## config.mk

```make
export PLATFORM = sky130hd
export DESIGN_NAME = usb_rx_ctrl
export DESIGN_NICKNAME = d
export VERILOG_FILES = /design/src/rtl/usb_rx_pkg.sv /design/src/rtl/usb_bit_unstuff.sv /design/src/rtl/usb_rx_ctrl.sv
export SDC_FILE = /design/constraint.sdc
export NUM_CORES = 1
export LEC_CHECK = 0
export CELL_PAD_IN_SITES_DETAIL_PLACEMENT = 1
export CELL_PAD_IN_SITES_GLOBAL_PLACEMENT = 2
export CORE_MARGIN = 10
export CORE_UTILIZATION = 38
export CTS_CLUSTER_SIZE = 24
export DETAILED_ROUTE_END_ITERATION = 12
export GPL_ROUTABILITY_DRIVEN = 0
export PLACE_DENSITY = 0.85
export SLEW_MARGIN = 10
export SYNTH_ARGS = -nofsm -noshare
export SYNTH_HDL_FRONTEND = slang
export SYNTH_HIERARCHICAL = 1
export SYNTH_SLANG_ARGS = --single-unit
export TNS_END_PERCENT = 10
```

## constraint.sdc

```tcl
create_clock -name clk -period 7.2 [get_ports clk]
set_clock_uncertainty 0.05 [all_clocks]
set_input_delay 1.08 -clock clk [delete_from_list [all_inputs] [get_ports clk]]
set_output_delay 1.08 -clock clk [all_outputs]
set_load 0.05 [all_outputs]
```

## src/rtl/usb_rx_pkg.sv

```systemverilog
// usb_rx_pkg: line-state, error-code and FSM-state definitions shared by the USB receive path
package usb_rx_pkg;
    localparam logic [1:0] LS_SE0 = 2'b00;
    localparam logic [1:0] LS_J   = 2'b01;
    localparam logic [1:0] LS_K   = 2'b10;
    localparam logic [1:0] LS_SE1 = 2'b11;
    localparam logic [1:0] ERR_NONE  = 2'b00;
    localparam logic [1:0] ERR_STUFF = 2'b01;
    localparam logic [1:0] ERR_ALIGN = 2'b10;
    localparam logic [1:0] ERR_LINE  = 2'b11;
    localparam int STUFF_LIMIT = 6;
    typedef enum logic [2:0] {
        ST_IDLE,
        ST_HUNT,
        ST_DATA,
        ST_EOP,
        ST_WAIT_J
    } rx_state_t;
endpackage

```

## src/rtl/usb_bit_unstuff.sv

```systemverilog
// usb_bit_unstuff: tracks consecutive ones and classifies each decoded bit as data, stuffed or stuff error
module usb_bit_unstuff
    import usb_rx_pkg::*;
(
    input  logic clk,
    input  logic rst,
    input  logic clr_i,
    input  logic valid_i,
    input  logic bit_i,
    output logic keep_o,
    output logic stuff_err_o
);
    logic [2:0] ones_q, ones_d;
    logic       slot;
    always_comb begin
        slot        = ones_q == 3'(STUFF_LIMIT);
        keep_o      = valid_i && !slot;
        stuff_err_o = valid_i && slot && bit_i;
        ones_d      = clr_i ? 3'd0 : !valid_i ? ones_q : (slot || !bit_i) ? 3'd0 : ones_q + 3'd1;
    end
    always_ff @(posedge clk or posedge rst) begin
        if (rst) ones_q <= 3'd0;
        else     ones_q <= ones_d;
    end
endmodule

```

## src/rtl/usb_rx_ctrl.sv

```systemverilog
// usb_rx_ctrl: SYNC hunt, bit unstuffing, LSB-first byte assembly and EOP/error framing for USB FS receive
module usb_rx_ctrl
    import usb_rx_pkg::*;
#(
    parameter int SYNC_MIN_ZEROS = 5,
    parameter int EOP_SE0_MIN    = 2,
    parameter int CNT_W          = 11
) (
    input  logic             clk,
    input  logic             rst,
    input  logic             rx_en,
    input  logic             phase_lock,
    input  logic             line_strobe,
    input  logic [1:0]       line_state,
    input  logic             dec_bit,
    input  logic             dec_valid,
    output logic [7:0]       rx_data,
    output logic             rx_valid,
    output logic             rx_active,
    output logic             rx_eop,
    output logic             rx_error,
    output logic [1:0]       rx_err_code,
    output logic [CNT_W-1:0] rx_byte_cnt
);
    rx_state_t        state_q, state_d;
    logic [7:0]       zeros_q, zeros_d;
    logic [2:0]       bit_cnt_q, bit_cnt_d;
    logic [6:0]       shreg_q, shreg_d;
    logic [1:0]       se0_q, se0_d;
    logic [7:0]       data_q, data_d;
    logic             valid_q, valid_d, active_q, active_d, eop_q, eop_d, error_q, error_d;
    logic [1:0]       code_q, code_d;
    logic [CNT_W-1:0] cnt_q, cnt_d;
    logic             clr, keep, stuff_err, abort;
    logic [1:0]       abort_code;
    logic             ls_j, ls_k, ls_se0, ls_se1;

    assign ls_j   = line_strobe && line_state == LS_J;
    assign ls_k   = line_strobe && line_state == LS_K;
    assign ls_se0 = line_strobe && line_state == LS_SE0;
    assign ls_se1 = line_strobe && line_state == LS_SE1;

    usb_bit_unstuff u_unstuff (
        .clk         (clk),
        .rst         (rst),
        .clr_i       (clr),
        .valid_i     (dec_valid && state_q == ST_DATA),
        .bit_i       (dec_bit),
        .keep_o      (keep),
        .stuff_err_o (stuff_err)
    );

    always_comb begin
        state_d    = state_q;
        zeros_d    = zeros_q;
        bit_cnt_d  = bit_cnt_q;
        shreg_d    = shreg_q;
        se0_d      = se0_q;
        data_d     = data_q;
        valid_d    = 1'b0;
        active_d   = active_q;
        eop_d      = 1'b0;
        error_d    = 1'b0;
        code_d     = code_q;
        cnt_d      = cnt_q;
        clr        = 1'b0;
        abort      = 1'b0;
        abort_code = ERR_NONE;
        case (state_q)
            ST_IDLE: if (rx_en && phase_lock) begin
                state_d = ST_HUNT;
                zeros_d = 8'd0;
            end
            ST_HUNT: if (dec_valid) begin
                if (!dec_bit) zeros_d = zeros_q == 8'hFF ? zeros_q : zeros_q + 8'd1;
                else if (zeros_q >= 8'(SYNC_MIN_ZEROS)) begin
                    state_d   = ST_DATA;
                    active_d  = 1'b1;
                    bit_cnt_d = 3'd0;
                    cnt_d     = '0;
                    code_d    = ERR_NONE;
                    clr       = 1'b1;
                end else zeros_d = 8'd0;
            end
            ST_DATA: begin
                // the late bit of a same-cycle SE0 strobe is shifted in before EOP is entered
                if (keep) begin
                    shreg_d   = {dec_bit, shreg_q[6:1]};
                    bit_cnt_d = bit_cnt_q + 3'd1;
                    if (bit_cnt_q == 3'd7) begin
                        valid_d = 1'b1;
                        data_d  = {dec_bit, shreg_q};
                        cnt_d   = &cnt_q ? cnt_q : cnt_q + CNT_W'(1);
                    end
                end
                if (stuff_err) begin
                    abort      = 1'b1;
                    abort_code = ERR_STUFF;
                end else if (ls_se1 || !phase_lock) begin
                    abort      = 1'b1;
                    abort_code = ERR_LINE;
                end else if (ls_se0) begin
                    state_d = ST_EOP;
                    se0_d   = 2'd1;
                end
            end
            ST_EOP: begin
                if (ls_se1 || !phase_lock) begin
                    abort      = 1'b1;
                    abort_code = ERR_LINE;
                end else if (ls_se0) se0_d = &se0_q ? se0_q : se0_q + 2'd1;
                else if (ls_j && se0_q >= 2'(EOP_SE0_MIN) && bit_cnt_q == 3'd0) begin
                    eop_d    = 1'b1;
                    active_d = 1'b0;
                    state_d  = ST_HUNT;
                    zeros_d  = 8'd0;
                end else if (ls_j || ls_k) begin
                    abort      = 1'b1;
                    abort_code = ERR_ALIGN;
                end
            end
            ST_WAIT_J: if (ls_j && phase_lock) begin
                state_d = ST_HUNT;
                zeros_d = 8'd0;
            end
            default: state_d = ST_IDLE;
        endcase
        if (!rx_en && active_q) begin
            abort      = 1'b1;
            abort_code = ERR_LINE;
        end
        if (abort) begin
            valid_d  = 1'b0;
            eop_d    = 1'b0;
            error_d  = 1'b1;
            code_d   = abort_code;
            active_d = 1'b0;
            state_d  = ST_WAIT_J;
        end
        if (!rx_en) begin
            state_d  = ST_IDLE;
            active_d = 1'b0;
        end
    end

    always_ff @(posedge clk or posedge rst) begin
        if (rst) begin
            state_q   <= ST_IDLE;
            zeros_q   <= 8'd0;
            bit_cnt_q <= 3'd0;
            shreg_q   <= 7'd0;
            se0_q     <= 2'd0;
            data_q    <= 8'd0;
            valid_q   <= 1'b0;
            active_q  <= 1'b0;
            eop_q     <= 1'b0;
            error_q   <= 1'b0;
            code_q    <= ERR_NONE;
            cnt_q     <= '0;
        end else begin
            state_q   <= state_d;
            zeros_q   <= zeros_d;
            bit_cnt_q <= bit_cnt_d;
            shreg_q   <= shreg_d;
            se0_q     <= se0_d;
            data_q    <= data_d;
            valid_q   <= valid_d;
            active_q  <= active_d;
            eop_q     <= eop_d;
            error_q   <= error_d;
            code_q    <= code_d;
            cnt_q     <= cnt_d;
        end
    end

    assign rx_data     = data_q;
    assign rx_valid    = valid_q;
    assign rx_active   = active_q;
    assign rx_eop      = eop_q;
    assign rx_error    = error_q;
    assign rx_err_code = code_q;
    assign rx_byte_cnt = cnt_q;
endmodule
```

==> summary.md <==
| Metric | Value |
|---|---|
| FF-to-FF setup slack | between 3000 and 4000 ps |
| Run status | completed |
| Max frequency | between 200 and 300 MHz |
| Vias in the first global route | 2429 |
| CTS Root Buffer Type | clkbuf_8 |
| Final max-slew violation count | 0 |
| Hold Violations, Final | 0 |
| Seq pwr share | 0.540 |
| Hold Path End | shreg_q[0] |
| Max-cap violations | 0 |
| CP delay by family, top | simple AND/OR/NAND/NOR gates |
| Clock share of power | 0.379 |
| Final hold slack | 434.2 ps |
| Sink Count | 51 |
| Core area | 7214 um^2 |
| Overflow after GRT | 0 |
| Leading area contributor after synthesis | dfrtp_1 |
| Critical path peak fanout | 13 |
| Leakage | between 1 and 1.5 nW |
| Worst hold start | shreg_q[0] |
| Reg2Reg Depth | 10 |
| Slowest cell on crit path | clkdlybuf4s50_1 |
| Initial DRC count | 51 |
| Buf/Inv on CP | 3 |
| RR Endpoint | rx_byte_cnt[2] |
| Net Sw Power | about 0.13 mW |
| Placement Rows | 31 |
| Slew Limit Headroom | 0.3253 |
| Worst r2r src | state_q[0] |
| Synth Net Count | 310 |
| CP Launch Type | primary input |
| Dpl cells | 414 |
| Vias post-DR | roughly 2300 |
| P&R area growth vs syn | 19.69% |
| Worst Setup End Kind | flop |
| EDFF count, synth | 0 |
| Worst path arrival time | about 3700 ps |
| H-tree depth | 2 |
| Critical setup path kind | in2reg |
| Critical Path Max Stage Delay | 560 ps |
| Ys Warns | 6 |
| Initial Util | 0.3867 |
| Fill cells | 864 |
| Net Sw Frac | 0.2339 |
| Initial antenna violation count | 0 |
| TritonCTS clock tree | yes |
| Distinct cells, synth | 51 |
| All-Layer GR Usage | 0.1285 |
| Die H | 105.7 um |
| Drt total wl | 6939 um |
| Crit path time final | 3544 ps |
| Slew @ Worst Pin | 1011 ps |
| Post-cts sizing count | 0 |
| DR WL/cell | 16.44 um |
| DRC Markers | 0 |
| Post-route cell area | 3339 um^2 |
| Synth Instances | 290 |
| Critical Path RT | 7330 ps |
| CTS Buf Count | 5 |
| Final non-filler cell total | 422 |
| 1st-pass router iterations | 4 |
| Avg Cell Area, Syn | 9.621 um^2 |
| Final Cycle Share | 0.4923 |
| Share of cells above drive strength 1 | 0.09598 |
| RSZ-0062 raised after global routing | false |
| Hold Path Depth | 2 |
| Most frequent cell after synthesis | dfrtp_1 |
| Detailed Place HPWL | 5087 um |
| Die footprint | between 10000 and 15000 um^2 |
| Post-CTS setup buffer count | 0 |
| Ys flop type | dfrtp_1 |
| Worst-path clk slew | ~90 ps |
| Setup violators final | 0 |
| CP Depth | 10 |
| Ports | 34 |
| Synth area leaders | dfrtp_1 (46%), nand2_1 (5.8%), ha_1 (4.9%) |
| Top cells by count, synth | dfrtp_1 (51), nand2_1 (43), nor2_1 (20), nand3_1 (17) |
| Nets@finish | 342 |
| Final core occ | 0.4629 |
| Setup TNS | 0 ps |
| Post-synth ARST share | 1.000 |
| Synth top area share | 0.4574 |
| Vias/cell | 5.408 |
| Largest net degree at the start of global routing | 49 |
| #FFs+latches synth | 51 |
| Hold buffer count at CTS | 0 |
| Logic pwr share | 0.082 |
| Pwr Density | approximately 160 nW/um^2 |
| ANT nets after route | 0 |
| Clock tree buffer depth | 2 |
| IO buf count | 33 |
| Crit-path cells | clkdlybuf4s50_1, and2_1, inv_1, a21oi_1, nor4bb_2, buf_4, nand2_1, nor3b_1, xnor2_1, nor2_1 |
| Register area share after synthesis | 0.4574 |
| Cell Area, Placed | roughly 3200 um^2 |
| Mapped cell area | 2790 um^2 |
| Clk Latency, worst-skew pair | 300 ps |
| Ant. Diodes | 0 |
| Die Wd | ~110 um |
| First-pass GRT wire length | 12230 um |
| Tightest Hold Check Type | reg2reg |
| VDD IR-drop max | 104.4 uV |
| P_int | 0.4194 mW |
## cells in the final DEF (no fill, tap or decap), types with 2 or more instances in the layout
cell type	netlist	routed
o31ai_1	6	6
nand2b_1	6	6
nand2_1	43	43
xnor2_1	7	7
a211oi_1	5	5
or4_1	2	2
and2_1	3	3
nor3_1	5	5
nand3_1	17	17
clkdlybuf4s50_1	0	33
nand4_1	4	4
nor3b_2	2	2
nand3b_1	2	2
nor2_1	20	20
o211ai_1	3	3
mux2i_1	2	2
or3_1	2	2
inv_1	11	10
o41ai_1	5	5
clkbuf_8	0	6
and3_1	6	6
or2_2	4	4
o21ai_0	8	8
ha_1	11	11
a2111oi_0	4	4
nor2b_1	5	5
inv_2	1	2
mux2_2	8	8
dfrtp_1	51	51
o21a_1	3	3
a21oi_1	10	10
nand4b_1	4	4
a211o_1	3	3
## flip-flops by register name, summed over array words and instances, names as in the netlist
signal,count
state_q,3
se0_q,2
rx_data,8
rx_active,1
u_unstuff/ones_q,3
rx_byte_cnt,11
rx_err_code,2
rx_error,1
zeros_q,8
rx_eop,1
bit_cnt_q,3
shreg_q,7
rx_valid,1
## logic make-up (layout without fill, tap and decap cells)
kind of cell	after synthesis	count (layout)	synth area share
multiplexers	11	11	0.04484
buffers and inverters	21	54	0.02915
XOR/XNOR	7	7	0.02197
flip-flops	51	51	0.4574
adder cells (fa/ha/maj)	11	11	0.04933
AND/OR/NAND/NOR	134	134	0.2520
AO/OA/AOI/OAI	55	55	0.1453
## layout make-up
type	instances	area, um^2	area share
tap	99	123.9	0.03709
clock buffer	6	82.58	0.02473
timing repair buffer	34	337.8	0.1012
multi-input combinational	218	1439	0.4309
inverter	12	45.04	0.01349
sequential	51	1276	0.3822
clock inverter	2	35.03	0.01049
## per-stage QoR
step	power (mW)	setup slack, ps
6_report	0.5474	3656
5_1_grt	0.5766	3381
4_1_cts	0.5577	3657
3_5_place_dp	0.3465	3359
3_3_place_gp	0.3460	3462
2_1_floorplan	0.3291	4275
## power groups by stage
stage | logic, mW | clock network (mW) | registers, mW
after global placement | 0.0449 | 0 | 0.301
after CTS | 0.0459 | 0.216 | 0.296
after global routing | 0.0506 | 0.229 | 0.297
after floorplan | 0.0241 | 0 | 0.305
after detailed placement | 0.0453 | 0 | 0.301
final | 0.0447 | 0.207 | 0.295
## worst min-delay path: cells and delay by family (launching register included)
kind | cells | cell delay (ps)
DFF | 1 | 350
and+or+nand+nor | 2 | 100
## worst max-delay path by stage
stage	from	to	slack, ps
3_3_place_gp	dec_valid	rx_byte_cnt[2]	3460
3_5_place_dp	dec_valid	rx_byte_cnt[2]	3360
6_report	dec_valid	rx_byte_cnt[2]	3660
4_1_cts	dec_valid	rx_byte_cnt[2]	3660
5_1_grt	dec_valid	rx_byte_cnt[2]	3380
2_1_floorplan	state_q[0]	rx_byte_cnt[6]	4280
## per-layer routing
metal,share of wire,up-vias,global-route usage
met4,0.0094,0,0.03095
met1,0.50,1144,0.1723
li1,-,1106,-
met3,0.037,4,0.03106
met5,0,-,0
met2,0.46,28,0.2032
(Power assumes the default switching activity.)
